$ cat config.mk
export PLATFORM = sky130hd
export DESIGN_NAME = seg_scan_capture_flat
export DESIGN_NICKNAME = d
export VERILOG_FILES = /design/src/rtl/seg_scan_if.sv /design/src/rtl/seg_scan_capture.sv /design/src/flat_wrapper.sv
export SDC_FILE = /design/constraint.sdc
export NUM_CORES = 1
export LEC_CHECK = 0
export CAP_MARGIN = 20
export CORE_MARGIN = 2
export CORE_UTILIZATION = 57
export DETAILED_ROUTE_END_ITERATION = 10
export DONT_BUFFER_PORTS = 1
export PLACE_DENSITY = 0.75
export SLEW_MARGIN = 20
export SYNTH_ARGS = -nofsm -noshare
export SYNTH_HDL_FRONTEND = slang
export SYNTH_SLANG_ARGS = --single-unit
$ cat constraint.sdc
create_clock -name clk -period 2.5 [get_ports clk]
set_input_delay 0.5 -clock clk [delete_from_list [all_inputs] [get_ports clk]]
set_output_delay 0.5 -clock clk [all_outputs]
set_load 0.005 [all_outputs]
$ cat src/rtl/seg_scan_if.sv
// Bundle for the multiplexed display bus and the six captured digit patterns.
// The master drives the scan side. The slave is the capture block.
interface seg_scan_if;
  logic       capture_en;
  logic [6:0] seg_in;
  logic [5:0] dig_sel;
  logic [6:0] x_0, x_1, x_2, y_0, y_1, y_2;
  logic       frame_valid, stale, onehot_err;

  modport master (output capture_en, seg_in, dig_sel,
                  input  x_0, x_1, x_2, y_0, y_1, y_2, frame_valid, stale, onehot_err);
  modport slave  (input  capture_en, seg_in, dig_sel,
                  output x_0, x_1, x_2, y_0, y_1, y_2, frame_valid, stale, onehot_err);
endinterface

$ cat src/rtl/seg_scan_capture.sv
// Captures a 6-digit multiplexed seven-segment scan and commits frames that repeat identically.
// Optional macro SEG_CAPTURE_INVERT_EN: seg_in is active-high and is inverted after the synchronizer.
module seg_scan_capture #(
  parameter int SETTLE_CYCLES  = 4,
  parameter int STABLE_FRAMES  = 2,
  parameter int TIMEOUT_CYCLES = 65535
) (
  input  logic      clk,
  input  logic      rst_n,
  seg_scan_if.slave bus
);
  localparam int CW = $clog2(SETTLE_CYCLES + 1);
  localparam int MW = $clog2(STABLE_FRAMES + 1);
  localparam logic [6:0] DIG0 = 7'b1000000;

  typedef enum logic [1:0] {IDLE, SETTLE, HOLD} state_t;

  logic [6:0] seg_m_q, seg_s_q, seg_v;
  logic [5:0] dig_m_q, dig_s_q;

  always_ff @(posedge clk or negedge rst_n) begin
    if (!rst_n) begin
      seg_m_q <= '0; seg_s_q <= '0; dig_m_q <= '0; dig_s_q <= '0;
    end else begin
      seg_m_q <= bus.seg_in;  seg_s_q <= seg_m_q;
      dig_m_q <= bus.dig_sel; dig_s_q <= dig_m_q;
    end
  end

`ifdef SEG_CAPTURE_INVERT_EN
  assign seg_v = ~seg_s_q;
`else
  assign seg_v = seg_s_q;
`endif

  logic multi, onehot;
  assign multi  = |(dig_s_q & (dig_s_q - 6'd1));
  assign onehot = (dig_s_q != 6'd0) && !multi;

  state_t        state_q, state_d;
  logic [5:0]    dig_q, dig_d;
  logic [6:0]    seg_q, seg_d;
  logic [CW-1:0] cnt_q, cnt_d;
  logic          cap, start;

  // Digit FSM: a digit is captured once SETTLE_CYCLES identical samples are seen.
  always_comb begin
    state_d = state_q; dig_d = dig_q; seg_d = seg_q; cnt_d = cnt_q;
    cap = 1'b0; start = 1'b0;
    case (state_q)
      IDLE:   if (onehot) start = 1'b1;
      SETTLE: begin
        if (dig_s_q == dig_q && seg_v == seg_q) begin
          cnt_d = cnt_q + CW'(1);
          if (cnt_q == CW'(SETTLE_CYCLES - 1)) cap = 1'b1;
        end else if (onehot) start = 1'b1;
        else state_d = IDLE;
      end
      HOLD:   if (dig_s_q != dig_q) begin
        if (onehot) start = 1'b1;
        else state_d = IDLE;
      end
      default: state_d = IDLE;
    endcase
    if (start) begin
      dig_d = dig_s_q; seg_d = seg_v; cnt_d = CW'(1);
      if (SETTLE_CYCLES == 1) cap = 1'b1;
      else state_d = SETTLE;
    end
    if (cap) state_d = HOLD;
    if (!bus.capture_en) begin
      state_d = IDLE; cap = 1'b0;
    end
  end

  logic [5:0][6:0] shadow_q, shadow_d, cand_q, cand_d, out_q, out_d;
  logic [5:0]      seen_q, seen_d;
  logic [MW-1:0]   match_q, match_d, m_next;
  logic [15:0]     tmo_q, tmo_d;
  logic            fv_q, fv_d, stale_q, stale_d, err_q, err_d, multi_q;

  // Frame tracking: compare each completed frame with the candidate, commit after enough repeats.
  always_comb begin
    shadow_d = shadow_q; cand_d = cand_q; out_d = out_q; seen_d = seen_q;
    match_d = match_q; m_next = match_q; tmo_d = tmo_q;
    fv_d = 1'b0; stale_d = stale_q;
    err_d = bus.capture_en && multi && !multi_q;
    if (!bus.capture_en) begin
      seen_d = '0; match_d = '0; tmo_d = '0;
    end else begin
      tmo_d = (tmo_q == 16'(TIMEOUT_CYCLES)) ? tmo_q : tmo_q + 16'd1;
      if (seen_q == 6'h3F) begin
        seen_d = '0; tmo_d = '0;
        if (shadow_q == cand_q)
          m_next = (match_q >= MW'(STABLE_FRAMES)) ? MW'(STABLE_FRAMES) : match_q + MW'(1);
        else begin
          cand_d = shadow_q; m_next = MW'(1);
        end
        match_d = m_next;
        if (m_next >= MW'(STABLE_FRAMES)) begin
          out_d = shadow_q; fv_d = 1'b1; stale_d = 1'b0;
        end
      end else if (tmo_d == 16'(TIMEOUT_CYCLES) && tmo_q != 16'(TIMEOUT_CYCLES)) begin
        stale_d = 1'b1; seen_d = '0; match_d = '0;
      end
      if (cap) begin
        for (int i = 0; i < 6; i++) if (dig_d[i]) shadow_d[i] = seg_d;
        seen_d = seen_d | dig_d;
      end
    end
  end

  always_ff @(posedge clk or negedge rst_n) begin
    if (!rst_n) begin
      state_q <= IDLE; dig_q <= '0; seg_q <= '0; cnt_q <= '0;
      shadow_q <= {6{DIG0}}; cand_q <= {6{DIG0}}; out_q <= {6{DIG0}};
      seen_q <= '0; match_q <= '0; tmo_q <= '0;
      fv_q <= 1'b0; stale_q <= 1'b0; err_q <= 1'b0; multi_q <= 1'b0;
    end else begin
      state_q <= state_d; dig_q <= dig_d; seg_q <= seg_d; cnt_q <= cnt_d;
      shadow_q <= shadow_d; cand_q <= cand_d; out_q <= out_d;
      seen_q <= seen_d; match_q <= match_d; tmo_q <= tmo_d;
      fv_q <= fv_d; stale_q <= stale_d; err_q <= err_d; multi_q <= multi;
    end
  end

  assign bus.x_0 = out_q[0];
  assign bus.x_1 = out_q[1];
  assign bus.x_2 = out_q[2];
  assign bus.y_0 = out_q[3];
  assign bus.y_1 = out_q[4];
  assign bus.y_2 = out_q[5];
  assign bus.frame_valid = fv_q;
  assign bus.stale       = stale_q;
  assign bus.onehot_err  = err_q;
endmodule
$ cat src/flat_wrapper.sv
// flat-port wrapper written by rule: the top's interface ports become plain ports
module seg_scan_capture_flat 
#(
  parameter int SETTLE_CYCLES  = 4,
  parameter int STABLE_FRAMES  = 2,
  parameter int TIMEOUT_CYCLES = 65535
)
  (clk, rst_n, bus_capture_en, bus_seg_in, bus_dig_sel, bus_x_0, bus_x_1, bus_x_2, bus_y_0, bus_y_1, bus_y_2, bus_frame_valid, bus_stale, bus_onehot_err);
  seg_scan_if bus_i ();
  input  logic clk;
  input  logic rst_n;
  input wire logic [$bits(bus_i.capture_en)-1:0] bus_capture_en;
  input wire logic [$bits(bus_i.seg_in)-1:0] bus_seg_in;
  input wire logic [$bits(bus_i.dig_sel)-1:0] bus_dig_sel;
  output wire logic [$bits(bus_i.x_0)-1:0] bus_x_0;
  output wire logic [$bits(bus_i.x_1)-1:0] bus_x_1;
  output wire logic [$bits(bus_i.x_2)-1:0] bus_x_2;
  output wire logic [$bits(bus_i.y_0)-1:0] bus_y_0;
  output wire logic [$bits(bus_i.y_1)-1:0] bus_y_1;
  output wire logic [$bits(bus_i.y_2)-1:0] bus_y_2;
  output wire logic [$bits(bus_i.frame_valid)-1:0] bus_frame_valid;
  output wire logic [$bits(bus_i.stale)-1:0] bus_stale;
  output wire logic [$bits(bus_i.onehot_err)-1:0] bus_onehot_err;
  assign bus_i.capture_en = bus_capture_en;
  assign bus_i.seg_in = bus_seg_in;
  assign bus_i.dig_sel = bus_dig_sel;
  assign bus_x_0 = bus_i.x_0;
  assign bus_x_1 = bus_i.x_1;
  assign bus_x_2 = bus_i.x_2;
  assign bus_y_0 = bus_i.y_0;
  assign bus_y_1 = bus_i.y_1;
  assign bus_y_2 = bus_i.y_2;
  assign bus_frame_valid = bus_i.frame_valid;
  assign bus_stale = bus_i.stale;
  assign bus_onehot_err = bus_i.onehot_err;
  seg_scan_capture #(.SETTLE_CYCLES(SETTLE_CYCLES), .STABLE_FRAMES(STABLE_FRAMES), .TIMEOUT_CYCLES(TIMEOUT_CYCLES)) u_core (.clk(clk), .rst_n(rst_n), .bus(bus_i));
endmodule
==> out/results.ini <==
[power_and_ir_drop]
p_per_area_nw_per_um2=675
p_sw_uw=1590
p_clk_share_pct=41.2
power_frac_seq_pct=51.1
ir_drop_mv=0.567
internal_power_uw=5050
p_leak_uw=0.00491
combPwrFrac_pct=7.7
swShare_pct=24.0

[sta]
setup_viol=30
fin_ws_ns=-0.104
period_needed_ns=2.60
fin_tns_setup_ns=-2.06
timing.hold.ws_ns=-0.241
rsz0062_at_grt=yes
slew_violations=0
final-hold-violation-count=181
post-route-period-util_pct=104
skew_ns=0.0104
max_freq_mhz=384
max_slew_margin_pct=64.2
worst_pin_slew_ns=0.536

[critical_path]
ff2ff_path_depth=8
setup.worst_path.class=reg -> reg
worstPathRequired_ns=2.82
endpoint_kind=flip-flop
r2r_start=u_core.dig_s_q[2]
crit_fanout=8
cp-start-kind=flip-flop
r2r_end=u_core.shadow_q[18]
rrSetupSlack_ns=-0.10
cp-endpoint=u_core.shadow_q[18]
crit_start=u_core.dig_s_q[2]
worstPathArrival_ns=2.92

[detailed_routing]
drt_iter0_markers=368
wirelength_mm=17.4
drc=0
ant_nets=0
post_drt_wl_per_cell_um=19.2
dr_total_vias=5283
vias_per_cell=5.82
drt-pass1-iter-count=6

[clocking]
numCtsBuffers=17
clkLatencyLatePin_ns=0.43
clkSinkCount=198
ctsHtreeMaxLevel=4
clockBufferDepth=2
clk_pin_slew_ns=0.07
cts_tree=built
cts_root_buf=clkbuf_16

[placed_design]
place.gp.congestion=0.859
placed_area_um2=9080
pre_cts_slack_ns=-0.142
io_buffers=0
dp_hpwl_mm=11.5

[global_route]
gr-usage-met1_pct=31.7
grt_pass1_vias=5473
grt_use_met2_pct=36.5
grt_pass1_wl_mm=28.5
top_usage_layer=met2
antenna_found_initial=0
grt_start_max_net_pins=199
grt_util_met3_pct=5.78
track_usage_pct=23.1
overflow=0

[synthesis]
async_flop_share_pct=100
yosysWarnings=0
ys.flop_type=dfrtp_1
syn_nets=674
synth_top_area_share_pct=53.5
synth_area_leaders=dfrtp_1, mux2_2, xor2_1, dfstp_2, o21ai_0
synth_edf_count=0
synth_area_um2=8420
netlist_instances=651
ys_seq_area_share_pct=59.1
ys_ff_latch=198
synth_area_leader_cell=dfrtp_1
syn_area_per_cell_um2=12.9
synthTopCellsByCount=dfrtp_1, mux2_2, xor2_1
synth_most_common_cell=dfrtp_1
synth_cell_type_count=57

[floorplan]
fp.dieH_um=126
start_util_pct=58.1
pin_count=61
dieWidth_um=126
die-area_um2=15800
fp-row-count=44
core_area_um2=14500

[finish]
syn2layout_area_growth_pct=17.0
nets=734
drive_gt1_share_pct=35.2
n_antenna_cell=0
design_area_um2=9850
fill_cells=964

[run]
cap_violations=0

[run_status]
status=complete, but fails checks
violations=hold timing, setup timing

[min_path]
hold_path.class=in -> async

[final cells by class]
cell class	instances	area, um2	area share (%)
flip-flops and latches	198	4980	50.6
clock buffers	17	425	4.32
inverters	23	86.3	0.877
repair buffers	65	564	5.73
well taps	184	230	2.34
clock inverters	15	169	1.72
multi-input cells	406	3390	34.5
[critical path, cell delays in order, from the launching register on]
cell and delay [ns]:
dfrtp_1 0.38, or4_4 0.54, maj3_2 0.31, a21oi_2 0.14
and4b_2 0.28, buf_12 0.14, mux2i_4 0.25, buf_12 0.16
mux2_4 0.30
[flip-flops by register name, indices dropped and copies added (netlist names), 3 cells and up]
| name | count |
|---|---|
| u_core.seg_s_q | 7 |
| u_core.bus.x_2 | 7 |
| u_core.seg_q | 7 |
| u_core.bus.y_2 | 7 |
| u_core.dig_s_q | 6 |
| u_core.bus.x_1 | 7 |
| u_core.seg_m_q | 7 |
| u_core.seen_q | 6 |
| u_core.bus.y_0 | 7 |
| u_core.dig_m_q | 6 |
| u_core.shadow_q | 42 |
| u_core.bus.y_1 | 7 |
| u_core.bus.x_0 | 7 |
| u_core.cand_q | 42 |
| u_core.dig_q | 6 |
| u_core.tmo_q | 16 |
| u_core.cnt_q | 3 |
[how the worst min path moves through the flow]
stage                                  end  cells after the start
finish                     u_core.tmo_q[4]                      0
CTS                        u_core.tmo_q[4]                      0
global route               u_core.tmo_q[4]                      0
detailed placement         u_core.tmo_q[4]                      0
global placement           u_core.tmo_q[3]                      0
floorplan           u_core.bus.frame_valid                      0
[power by group through the flow]
stage | Combinational, uW | Sequential, uW | Clock (uW)
floorplan | 274 | 3430 | 0
global placement | 410 | 3440 | 0
detailed placement | 433 | 3450 | 0
CTS | 470 | 3390 | 2780
global route | 556 | 3410 | 2920
finish | 511 | 3400 | 2740
[per-stage QoR]
stage / util [%] / total power [uW] / cells
after CTS: 67.4 / 6640 / 905
after global routing: 68.0 / 6880 / 908
final: 68.0 / 6640 / 908
after global placement: 62.7 / 3850 / 869
after floorplan: - / 3700 / 651
after detailed placement: 62.7 / 3880 / 869
[per-layer routing]
| layer | vias up | part of all wire, % |
|---|---|---|
| met5 | - | 0 |
| met4 | 0 | 1.9 |
| met1 | 2692 | 45 |
| met3 | 33 | 5.0 |
| met2 | 151 | 48 |
| li1 | 2407 | - |
[cell usage in the layout, fill, tap and decap left out, drive strengths merged, types with 4 or more instances in the layout]
| master | n |
|---|---|
| and2 | 4 |
| dfstp | 18 |
| nand3 | 17 |
| nand2 | 39 |
| clkinv | 6 |
| mux2i | 13 |
| and4 | 5 |
| nor4 | 13 |
| dfrtp | 180 |
| clkbuf | 17 |
| mux2 | 112 |
| nand4 | 13 |
| and3 | 5 |
| ha | 7 |
| inv | 28 |
| xor2 | 60 |
| nor2 | 26 |
| a21oi | 4 |
| nor3 | 8 |
| o21ai | 37 |
| buf | 65 |
[cells by family (layout without fill, tap and decap cells)]
family	count (synthesis)	after routing	synth area share, %
AOI/OAI and AO/OA	67	67	5.11
xor gates and xnor gates	61	61	6.35
adders and majority gates	9	9	1.29
buffers and inverters	47	120	2.38
DFF	198	198	59.1
muxes	125	125	16.8
and+or+nand+nor	144	144	8.93
[what timing repair did]
action / 4_1_cts / 5_1_grt
pin swaps: 3 / 6
gates resized for setup: 12 / 20
endpoints found under the hold margin: 198 / 198
setup endpoints to repair: 120 / 80
buffers inserted: 5 / 3
(Power assumes the default switching activity.)
